### src/rtl/rf_wr_arbiter_if.sv
// Write-port bundle between the two register-file write requesters and rf_wr_arbiter.
// The requester side uses the master modport; the arbiter uses the slave modport.
interface rf_wr_arbiter_if;
  logic        a_valid;
  logic [4:0]  a_addr;
  logic [31:0] a_data;
  logic        a_ready;
  logic        b_valid;
  logic [4:0]  b_addr;
  logic [31:0] b_data;
  logic        b_lock;
  logic        b_ready;
  logic        wr_en;
  logic [4:0]  wr_addr3;
  logic [31:0] wr_data3;
  logic        locked;

  modport master (
    output a_valid, a_addr, a_data, b_valid, b_addr, b_data, b_lock,
    input  a_ready, b_ready, wr_en, wr_addr3, wr_data3, locked
  );

  modport slave (
    input  a_valid, a_addr, a_data, b_valid, b_addr, b_data, b_lock,
    output a_ready, b_ready, wr_en, wr_addr3, wr_data3, locked
  );
endinterface

### src/rtl/rf_wr_arbiter.sv
// Shares the register file's single write port between core writeback (A) and debug/loader (B).
// Define RF_WR_ARB_FIXED_PRIO_EN for A-always-wins tie-break instead of round-robin.
module rf_wr_arbiter (
  input logic         clk,
  input logic         rst_n,
  rf_wr_arbiter_if.slave bus
);

  typedef enum logic [0:0] {
    ST_ARB    = 1'b0,
    ST_LOCK_B = 1'b1
  } state_t;

  state_t      state_r;
  state_t      state_nxt_s;
  logic        last_b_r;
  logic        last_b_nxt_s;
  logic        a_grant_s;
  logic        b_grant_s;
  logic        a_ready_s;
  logic        b_ready_s;
  logic        a_xfer_s;
  logic        b_xfer_s;
  logic        wr_en_r;
  logic [4:0]  wr_addr_r;
  logic [31:0] wr_data_r;
  logic        locked_r;

  // Grant selection, handshake and next-state logic; ready never looks at addr/data.
  always_comb begin
    a_grant_s    = 1'b0;
    b_grant_s    = 1'b0;
    state_nxt_s  = state_r;
    last_b_nxt_s = last_b_r;

    case (state_r)
      ST_ARB: begin
        if (bus.a_valid && bus.b_valid) begin
`ifdef RF_WR_ARB_FIXED_PRIO_EN
          a_grant_s = 1'b1;
          b_grant_s = 1'b0;
`else
          a_grant_s = last_b_r;
          b_grant_s = ~last_b_r;
`endif
        end else if (bus.a_valid) begin
          a_grant_s = 1'b1;
        end else if (bus.b_valid) begin
          b_grant_s = 1'b1;
        end else begin
          a_grant_s = 1'b0;
          b_grant_s = 1'b0;
        end
      end
      ST_LOCK_B: begin
        b_grant_s = bus.b_valid;
      end
      default: begin
        a_grant_s = 1'b0;
        b_grant_s = 1'b0;
      end
    endcase

    a_ready_s = a_grant_s & rst_n;
    b_ready_s = b_grant_s & rst_n;
    a_xfer_s  = bus.a_valid & a_ready_s;
    b_xfer_s  = bus.b_valid & b_ready_s;

    if (a_xfer_s) begin
      last_b_nxt_s = 1'b0;
    end else if (b_xfer_s) begin
      last_b_nxt_s = 1'b1;
    end else begin
      last_b_nxt_s = last_b_r;
    end

    case (state_r)
      ST_ARB: begin
        if (b_xfer_s && bus.b_lock) begin
          state_nxt_s = ST_LOCK_B;
        end else begin
          state_nxt_s = ST_ARB;
        end
      end
      ST_LOCK_B: begin
        // Leaving a burst always hands the next tie to A.
        if (!bus.b_lock) begin
          state_nxt_s  = ST_ARB;
          last_b_nxt_s = 1'b1;
        end else begin
          state_nxt_s = ST_LOCK_B;
        end
      end
      default: begin
        state_nxt_s = ST_ARB;
      end
    endcase
  end

  // FSM state and last-grant pointer.
  always_ff @(posedge clk or negedge rst_n) begin
    if (!rst_n) begin
      state_r  <= ST_ARB;
      last_b_r <= 1'b1;
    end else begin
      state_r  <= state_nxt_s;
      last_b_r <= last_b_nxt_s;
    end
  end

  // Write-port output register; x0 transfers are accepted but never enabled.
  always_ff @(posedge clk or negedge rst_n) begin
    if (!rst_n) begin
      wr_en_r   <= 1'b0;
      wr_addr_r <= 5'd0;
      wr_data_r <= 32'd0;
      locked_r  <= 1'b0;
    end else begin
      if (a_xfer_s) begin
        wr_en_r   <= (bus.a_addr != 5'd0);
        wr_addr_r <= bus.a_addr;
        wr_data_r <= bus.a_data;
      end else if (b_xfer_s) begin
        wr_en_r   <= (bus.b_addr != 5'd0);
        wr_addr_r <= bus.b_addr;
        wr_data_r <= bus.b_data;
      end else begin
        wr_en_r   <= 1'b0;
        wr_addr_r <= wr_addr_r;
        wr_data_r <= wr_data_r;
      end
      locked_r <= (state_nxt_s == ST_LOCK_B);
    end
  end

  assign bus.a_ready  = a_ready_s;
  assign bus.b_ready  = b_ready_s;
  assign bus.wr_en    = wr_en_r;
  assign bus.wr_addr3 = wr_addr_r;
  assign bus.wr_data3 = wr_data_r;
  assign bus.locked   = locked_r;

endmodule

### src/flat_wrapper.sv
// flat-port wrapper written by rule: the top's interface ports become plain ports
module rf_wr_arbiter_flat 
  (clk, rst_n, bus_a_valid, bus_a_addr, bus_a_data, bus_b_valid, bus_b_addr, bus_b_data, bus_b_lock, bus_a_ready, bus_b_ready, bus_wr_en, bus_wr_addr3, bus_wr_data3, bus_locked);
  rf_wr_arbiter_if bus_i ();
  input logic clk;
  input logic rst_n;
  input wire logic [$bits(bus_i.a_valid)-1:0] bus_a_valid;
  input wire logic [$bits(bus_i.a_addr)-1:0] bus_a_addr;
  input wire logic [$bits(bus_i.a_data)-1:0] bus_a_data;
  input wire logic [$bits(bus_i.b_valid)-1:0] bus_b_valid;
  input wire logic [$bits(bus_i.b_addr)-1:0] bus_b_addr;
  input wire logic [$bits(bus_i.b_data)-1:0] bus_b_data;
  input wire logic [$bits(bus_i.b_lock)-1:0] bus_b_lock;
  output wire logic [$bits(bus_i.a_ready)-1:0] bus_a_ready;
  output wire logic [$bits(bus_i.b_ready)-1:0] bus_b_ready;
  output wire logic [$bits(bus_i.wr_en)-1:0] bus_wr_en;
  output wire logic [$bits(bus_i.wr_addr3)-1:0] bus_wr_addr3;
  output wire logic [$bits(bus_i.wr_data3)-1:0] bus_wr_data3;
  output wire logic [$bits(bus_i.locked)-1:0] bus_locked;
  assign bus_i.a_valid = bus_a_valid;
  assign bus_i.a_addr = bus_a_addr;
  assign bus_i.a_data = bus_a_data;
  assign bus_i.b_valid = bus_b_valid;
  assign bus_i.b_addr = bus_b_addr;
  assign bus_i.b_data = bus_b_data;
  assign bus_i.b_lock = bus_b_lock;
  assign bus_a_ready = bus_i.a_ready;
  assign bus_b_ready = bus_i.b_ready;
  assign bus_wr_en = bus_i.wr_en;
  assign bus_wr_addr3 = bus_i.wr_addr3;
  assign bus_wr_data3 = bus_i.wr_data3;
  assign bus_locked = bus_i.locked;
  rf_wr_arbiter u_core (.clk(clk), .rst_n(rst_n), .bus(bus_i));
endmodule
### config.mk
export PLATFORM = sky130hd
export DESIGN_NAME = rf_wr_arbiter_flat
export DESIGN_NICKNAME = d
export VERILOG_FILES = /design/src/rtl/rf_wr_arbiter_if.sv /design/src/rtl/rf_wr_arbiter.sv /design/src/flat_wrapper.sv
export SDC_FILE = /design/constraint.sdc
export NUM_CORES = 1
export LEC_CHECK = 0
export CAP_MARGIN = 20
export CORE_UTILIZATION = 37
export DETAILED_ROUTE_END_ITERATION = 12
export PLACE_DENSITY = 0.9
export SLEW_MARGIN = 20
export SYNTH_ARGS = -nofsm -noshare
export SYNTH_HDL_FRONTEND = slang
export SYNTH_SLANG_ARGS = --single-unit
### constraint.sdc
create_clock -name clk -period 1.8 [get_ports clk]
set_input_delay 0.36 -clock clk [delete_from_list [all_inputs] [get_ports clk]]
set_output_delay 0.36 -clock clk [all_outputs]
set_load 0.005 [all_outputs]
==> results of run 1 <==
-- where the power goes --
| part | total [W] | switching (W) | internal, W |
|---|---|---|---|
| Combinational | 0.000806 | 0.000300 | 0.000506 |
| Clock | 0.000793 | 0.000304 | 0.000489 |
| Sequential | 0.00112 | 0.0000791 | 0.00104 |
| Total | 0.00272 | 0.000683 | 0.00204 |
-- timing repair --
| item | 4_1_cts | 5_1_grt |
|---|---|---|
| endpoints found under the setup margin | 2 | 12 |
| pin swaps | 0 | 0 |
| resized for setup | 4 | 2 |
| gates cloned | 0 | 0 |
-- worst max-delay path by stage --
stage | startpoint | endpoint | slack [ns]
floorplan | u_core.last_b_r | bus_a_ready | 0.50
global placement | bus_a_valid | bus_a_ready | -0.24
detailed placement | bus_a_valid | bus_a_ready | -0.26
CTS | bus_a_valid | bus_a_ready | 0.008
global route | bus_a_valid | bus_b_ready | 0.03
finish | bus_a_valid | bus_b_ready | 0.07
-- routing by layer --
metal,wire (um),track usage (%),vias up
li1,-,-,980
met1,1970,21.6,912
met2,2820,39.0,67
met3,435,7.45,4
met4,37,4.70,0
met5,0,0,-
-- area by class of cell --
class	instances	area share, %
tap	67	2.57
clock buffer	7	2.95
inverter	2	0.230
sequential	40	30.7
timing repair buffer	128	39.1
clock inverter	1	0.921
multi-input combinational	165	23.4
-- through the flow --
step           hold WS (ns)  area [sq um]  util, %
2_1_floorplan        0.0644          1920        -
3_3_place_gp          0.389          3130     64.6
3_5_place_dp          0.392          3130     64.6
4_1_cts              0.0782          3260     67.3
5_1_grt              0.0932          3260     67.3
6_report             0.0783          3260     67.3
-- critical path, stage by stage --
cell and delay [ns]:
clkdlybuf4s50_1 0.48, nor2b_4 0.19, a21oi_2 0.08, dlygate4sd2_1 0.26
-- state kept, by name, summed over array words and instances (netlist names) --
| name | cells |
|---|---|
| u_core.bus.wr_data3 | 32 |
| u_core.state_r | 1 |
| u_core.bus.wr_addr3 | 5 |
| u_core.last_b_r | 1 |
| u_core.bus.wr_en | 1 |
-- layout by cell type, fill, tap and decap left out --
cell type	synthesis	routed
o311a_1	1	1
inv_1	1	1
buf_4	4	6
dfrtp_1	39	39
buf_6	10	1
buf_12	0	2
a21oi_2	0	1
nor3_1	1	1
o211ai_1	1	1
clkdlybuf4s50_1	0	116
or4_1	1	1
dlygate4sd2_1	0	1
nand2_1	77	77
nor2b_4	1	1
nand2b_1	1	1
clkbuf_8	0	7
dfstp_2	1	1
buf_2	2	1
inv_2	1	1
a31oi_1	37	37
o21a_4	1	1
bufinv_16	0	1
o21ai_0	1	1
nor2_1	40	40
clkbuf_2	0	1
nand3_1	1	1
nand3_2	1	1
-- cells by family after synthesis --
kind of cell / count (synthesis)
and+or+nand+nor: 123
AOI/OAI and AO/OA: 42
DFF: 40
buffers and inverters: 18
==> results.yml, run 1 <==
logic_synthesis:
  yosys_warnings: 0
  synth_area_sq_mm: 0.00192
  yosys.area_share.adder_pct: 0
  synthTopCellsByArea: "dfrtp_1 51%, nand2_1 15%, a31oi_1 12%, nor2_1 7.8%, buf_6 5.9%"
  async_reset_ff_share_pct: 100
  yosysMostFrequentCell: "nand2_1"
  yosysSeqAreaShare_pct: 52.1
  yosys.area.top_type: "dfrtp_1"
  synth-compound-area-share_pct: 14.2
  syn_area_per_cell_sq_um: 8.62
  ys_ff_latch: 40
  synth_ff_type: "dfrtp_1"
  synth_xor_area_share_pct: 0
  synth_top_family_by_area: "simple AND/OR/NAND/NOR gates"
  synth_cell_types: 21
  synth_edf_count: 0
  synth_common_cells: "77 x nand2_1, 40 x nor2_1, 39 x dfrtp_1"
  syn-num-nets: 302
  synthMuxAreaShare_pct: 0
  syn-instance-count: 223
  synth-simple-area-share_pct: 25.3
  netlist.area_leader.share_pct: 50.7
clock_network:
  holdBufCountCts: 0
  cts_tree: "done"
  clk_latency_ns: 0.28
  path_clk_slew_ns: 0.08
  cts_setup_buffers: 0
  htreeDepth: 2
  cts-root-buf: "clkbuf_8"
  numClockSinks: 40
  cts_made_buffers: 5
  clockBufferDepth: 2
critical_path:
  startpoint_type: "input pin"
  worstPathRequired_ns: 1.44
  crit_type: "in -> out"
  worst-endpoint-arrival_ns: 1.37
  crit-reg2reg-launch: "u_core.last_b_r"
  ff2ff_path_depth: 6
  endpoint_kind: "output pin"
  r2r-end: "u_core.bus.wr_addr3[1]"
  r2r_slack_ns: 0.21
  worstPathMaxFanout: 3
drt:
  wirelength_um: 5260
  via_count: 1963
  drc: 0
  ant_nets: 0
  drt_iter0_drc: 86
  vias_per_cell: 4.79
  first_pass_iters: 4
  drt-wirelength-per-cell_um: 12.8
sta:
  setup_viol: 0
  worst_pin_slew_ns: 0.391
  maxSlewHeadroom_pct: 73.9
  max_freq_mhz: 579
  fin_crit_sh_pct: 95.9
  rsz0062_at_grt: "false"
  finalClockSkew_ns: 0.00512
  setup_slack_ns: 0.0738
  report.final.slew_viol_count: 0
  layout_min_cycle_time_ns: 1.73
  finalHoldViolCount: 0
  finalSetupTns_ns: 0
global_route:
  grt_pass1_vias: 1952
  grt_pass1_wl_um: 8550
  grt_antenna_before_repair: 0
  grt-ovfl-total: 0
  grt_max_degree: 40
  grt_util_all_layers_pct: 20.6
placed_design:
  place_congestion: 0.775
  port_buffers: 119
  dp_hpwl_um: 3930
  place_ws_ns: -0.262
  dpl.cell_count: 402
floorplan:
  dieWidth_um: 74.1
  rows: 25
  io_pins: 120
  core-area_sq_mm: 0.00485
  dieArea_sq_mm: 0.00549
  start_util_pct: 39.7
  die_h_um: 74.1
layout:
  drive_gt1_share_pct: 7.29
  regArea_sq_mm: 0.00100
  multiInputGateArea_sq_um: 764
  areaGrowthSynthToFinish_pct: 69.6
  nets: 421
  fillers: 389
  antenna_cells: 0
  fin_cells: 410
pwr:
  power_density_mw_per_mm2: 835
  vdd_drop_max_uv: 456
  power.total_w: 0.00272
  p_leak_nw: 1.36
hold_path:
  hp-class: "in -> async"
status:
  outcome: "finished, final reports clean"
run:
  cap_violations: 0
Power figures use the tool's default switching activity.
==> run 2: changes to the inputs <==
- GPL_ROUTABILITY_DRIVEN: default -> 0
- GPL_TIMING_DRIVEN: default -> 0
==> results.yml, run 2 (synthesis gave the netlist of run 1 again) <==
critical_path:
  worstPathRequired_ns: 1.44
  r2r-end: "u_core.bus.wr_data3[24]"
  worstPathMaxFanout: 5
  r2r_slack_ns: 0.22
  startpoint_type: "register"
  ff2ff_path_depth: 8
  crit_type: "reg -> out"
  crit-reg2reg-launch: "u_core.last_b_r"
  worst-endpoint-arrival_ns: 1.35
  endpoint_kind: "output pin"
layout:
  drive_gt1_share_pct: 11.1
  nets: 437
  layout_common_cells: "114 x clkdlybuf4s50_1, 77 x nand2_1, 40 x nor2_1"
  finalInstanceArea_sq_mm: 0.00339
  largest_reg_flops: 32
  final_common_cell: "clkdlybuf4s50_1"
  areaGrowthSynthToFinish_pct: 76.1
  antenna_cells: 0
clock_network:
  cts_tree: "done"
  htreeDepth: 2
  clk_latency_ns: 0.29
  clockBufferDepth: 2
  cts-root-buf: "clkbuf_8"
  numClockSinks: 40
  cts_made_buffers: 5
  path_clk_slew_ns: 0.08
sta:
  finalSetupTns_ns: 0
  layout_min_cycle_time_ns: 1.71
  setup_viol: 0
  worst_pin_slew_ns: 0.835
  rsz0062_at_grt: "false"
  finalHoldViolCount: 0
  max_freq_mhz: 583
  fin_crit_sh_pct: 95.3
  finalClockSkew_ns: 0.00651
  report.final.slew_viol_count: 0
  maxSlewHeadroom_pct: 44.1
placed_design:
  place_area_sq_mm: 0.00321
  dp_hpwl_um: 4360
  port_buffers: 119
drt:
  first_pass_iters: 4
  drc: 0
  ant_nets: 0
  vias_per_cell: 4.86
  drt_iter0_drc: 136
  via_count: 2071
  drt-wirelength-per-cell_um: 13.8
  wirelength_um: 5890
global_route:
  grt_util_all_layers_pct: 22.8
  grt-ovfl-total: 0
  grt_antenna_before_repair: 0
  grt_pass1_wl_um: 9400
  grt_pass1_vias: 2072
  grt_max_degree: 19
status:
  outcome: "finished, final reports clean"
pwr:
  p_leak_nw: 1.45
  vdd_drop_max_uv: 470
  power_density_mw_per_mm2: 773
floorplan:
  die_h_um: 74.1
  io_pins: 120
  dieArea_sq_mm: 0.00549
  dieWidth_um: 74.1
  start_util_pct: 39.7
  core-area_sq_mm: 0.00485
  rows: 25
run:
  cap_violations: 0
hold_path:
  hp-class: "in -> async"
==> run 2: cell types whose count changed in the layout (fill, tap and decap cells not counted), moves of 2 or more <==
| cell | delta |
|---|---|
| buf_4 | +5 |
| buf_6 | +8 |
| clkdlybuf4s15_2 | +2 |
| clkdlybuf4s50_1 | -2 |
| clkinv_2 | +2 |
| dlygate4sd3_1 | +3 |
==> run 2: final cells by class <==
class	count	area [sq um]
multi-input combinational	165	772
buffer	15	141
clock buffer	6	82.6
tap	67	83.8
sequential	40	1000
fill	378	1460
timing repair buffer	129	1290
clock inverter	2	10.0
inverter	2	7.51
==> run 2: critical path, cell delays in order, from the launching register on <==
cell and delay (ns):
dfstp_2 0.57, nand2b_4 0.13, nand3_2 0.07, inv_2 0.09, clkdlybuf4s15_2 0.20
==> run 2: per-layer routing <==
metal	track usage [%]	wire, um
met1	27.6	2240
met5	0	0
met3	6.78	477
met4	5.56	10
met2	39.8	3160
==> run 2: timing repair <==
| action | CTS | global route |
|---|---|---|
| hold buffers | 3 | 0 |
| pin swaps | 1 | 1 |
| resized for setup | 9 | 2 |
| buffers inserted | 5 | 1 |
| endpoints found under the setup margin | 2 | 1 |
| hold endpoints to repair | 18 | 0 |
==> run 2: worst max path at each step <==
stage                          startpoint          end  slack, ns  cells after the start
after global placement              rst_n  bus_a_ready      -1.87                      5
after floorplan           u_core.last_b_r  bus_a_ready       0.50                      4
after global routing      u_core.last_b_r  bus_a_ready       0.02                      4
after CTS                 u_core.last_b_r  bus_a_ready     -0.006                      5
after detailed placement            rst_n  bus_a_ready      -0.46                      6
final                     u_core.last_b_r  bus_a_ready       0.09                      4
==> run 2: report_power, final <==
group	internal (W)	switching, W
combinational	0.000553	0.000319
sequential	0.00104	0.0000809
clock	0.000306	0.000315
==> run 2: metrics by stage <==
| stage | hold WS (ns) | power (W) | cells | util [%] | worst slack [ns] |
|---|---|---|---|---|---|
| 3_3_place_gp | 0.517 | 0.00195 | 409 | 66.0 | -1.87 |
| 2_1_floorplan | 0.0644 | 0.00143 | 223 | - | 0.495 |
| 6_report | 0.108 | 0.00262 | 426 | 69.9 | 0.0853 |
| 4_1_cts | 0.105 | 0.00263 | 426 | 69.7 | -0.00553 |
| 3_5_place_dp | 0.338 | 0.00199 | 410 | 66.3 | -0.458 |
| 5_1_grt | 0.102 | 0.00277 | 426 | 69.9 | 0.0208 |
==> run 3: changes to the inputs <==
- CORE_UTILIZATION: 37 -> 40
- CTS_CLUSTER_SIZE: default -> 20
- PLACE_DENSITY: 0.9 -> 0.95
- clock period: 1.8 -> 2 ns (I/O delays scaled with it)
==> results.yml, run 3 (synthesis gave the netlist of run 1 again) <==
status:
  outcome: "complete, but fails checks"
  violations: "design-rule violations"
drt:
  m1WireLength_um: 2180
  route.met3.wl_um: 489
  wirelength_um: 5740
  drt_iter0_drc: 110
  drc: 8
  via_count: 2087
  wl_met2_um: 2990
  ant_nets: 0
  highest_layer: "met4"
  drt-wirelength-per-cell_um: 14.0
  vias_per_cell: 5.09
  first_pass_iters: 8
critical_path:
  crit_chain: "clkdlybuf4s50_1, nor2b_4, nand3_2, inv_2, buf_6, clkdlybuf4s15_1"
  r2r_slack_ns: 0.50
  cp_slowest_cell: "clkdlybuf4s50_1"
  path_buf_inv: 4
  ff2ff_path_depth: 7
  endpoint_kind: "output pin"
  startpoint_type: "input pin"
  slowest_delay_ns: 0.49
  crit_type: "in -> out"
  worstPathMaxFanout: 6
  worst_path_dominant_cell_family: "buffers and inverters"
  crit_cells: 6
  worstPathRequired_ns: 1.60
  crit-reg2reg-launch: "u_core.last_b_r"
  worst-endpoint-arrival_ns: 1.55
  r2r-end: "u_core.bus.wr_data3[24]"
sta:
  max_freq_mhz: 513
  finalSetupTns_ns: 0
  report.final.slew_viol_count: 0
  worst_pin_slew_ns: 0.662
  setup_slack_ns: 0.0501
  finalHoldViolCount: 0
  layout_min_cycle_time_ns: 1.95
  setup_viol: 0
  maxSlewHeadroom_pct: 55.7
  rsz0062_at_grt: "false"
  finalClockSkew_ns: 0.00803
  fin_crit_sh_pct: 97.5
pwr:
  p_leak_nw: 1.43
  vdd_drop_max_uv: 421
  power_density_mw_per_mm2: 695
layout:
  finalInstanceArea_sq_mm: 0.00335
  fin_cells: 410
  final_core_util_pct: 75.0
  nets: 436
  drive_gt1_share_pct: 9.78
  final_common_cell: "clkdlybuf4s50_1"
  areaGrowthSynthToFinish_pct: 74.4
  largest_reg_flops: 32
  antenna_cells: 0
  layout_common_cells: "116 x clkdlybuf4s50_1, 77 x nand2_1, 40 x nor2_1"
placed_design:
  place_area_sq_mm: 0.00320
  place_ws_ns: -0.361
  dp_hpwl_um: 4280
  port_buffers: 119
  dpl.cell_count: 395
floorplan:
  die_h_um: 71.3
  start_util_pct: 43.0
  dieArea_sq_mm: 0.00509
  rows: 24
  core-area_sq_mm: 0.00447
  io_pins: 120
  dieWidth_um: 71.3
global_route:
  grt_pass1_wl_um: 9030
  grt_max_degree: 26
  grt_util_all_layers_pct: 23.0
  grt_antenna_before_repair: 0
  grt_pass1_vias: 2034
  grt-ovfl-total: 0
clock_network:
  cts_made_buffers: 5
  numClockSinks: 40
  path_clk_slew_ns: 0.07
  clockBufferDepth: 2
  cts_tree: "done"
  clk_latency_ns: 0.28
  cts-root-buf: "clkbuf_8"
  htreeDepth: 2
run:
  cap_violations: 0
hold_path:
  hp-class: "in -> async"
[run 3: through the flow]
stage | hold slack (ns) | power, W
2_1_floorplan | 0.104 | 0.00129
3_3_place_gp | 0.519 | 0.00176
3_5_place_dp | 0.397 | 0.00179
4_1_cts | 0.0577 | 0.00234
5_1_grt | 0.0599 | 0.00247
6_report | 0.0647 | 0.00233
[run 3: cell type report]
cell class,instances,area [sq um]
multi-input combinational,165,764
fill,327,1120
timing repair buffer,127,1270
tap,52,65.1
sequential,40,1000
buffer,16,153
clock buffer,8,90.1
inverter,2,7.51
[run 3: per-layer routing]
layer	vias up	GRT usage (%)
li1	1017	-
met1	967	25.7
met2	94	42.0
met3	9	6.33
met4	0	8.00
met5	-	0
[run 3: report_power, final]
group | switching [W] | internal (W)
Clock | 0.000263 | 0.000281
Combinational | 0.000282 | 0.000490
Sequential | 0.0000741 | 0.000940
Total | 0.000620 | 0.00171
[run 3: worst register-to-register path: stages (launching register included)]
cell and delay, ns:
dfstp_2 0.58, nand2b_1 0.14, nand3_2 0.10, inv_2 0.08, buf_4 0.11, buf_4 0.16
nand2_1 0.06, a31oi_1 0.17
[run 3: how the worst max path moves through the flow]
stage | slack (ns) | start | endpoint
floorplan | 0.66 | u_core.last_b_r | bus_a_ready
global placement | -1.75 | rst_n | bus_a_ready
detailed placement | -0.36 | rst_n | bus_a_ready
CTS | 0.02 | bus_a_valid | bus_a_ready
global route | 0.01 | bus_a_valid | bus_a_ready
finish | 0.05 | bus_a_valid | bus_a_ready
[run 3: timing repair]
item	CTS	global route
setup buffers	2	3
hold endpoints to repair	14	0
hold buffers	2	0
resized for setup	5	0
endpoints found under the setup margin	2	1
pin swaps	0	0
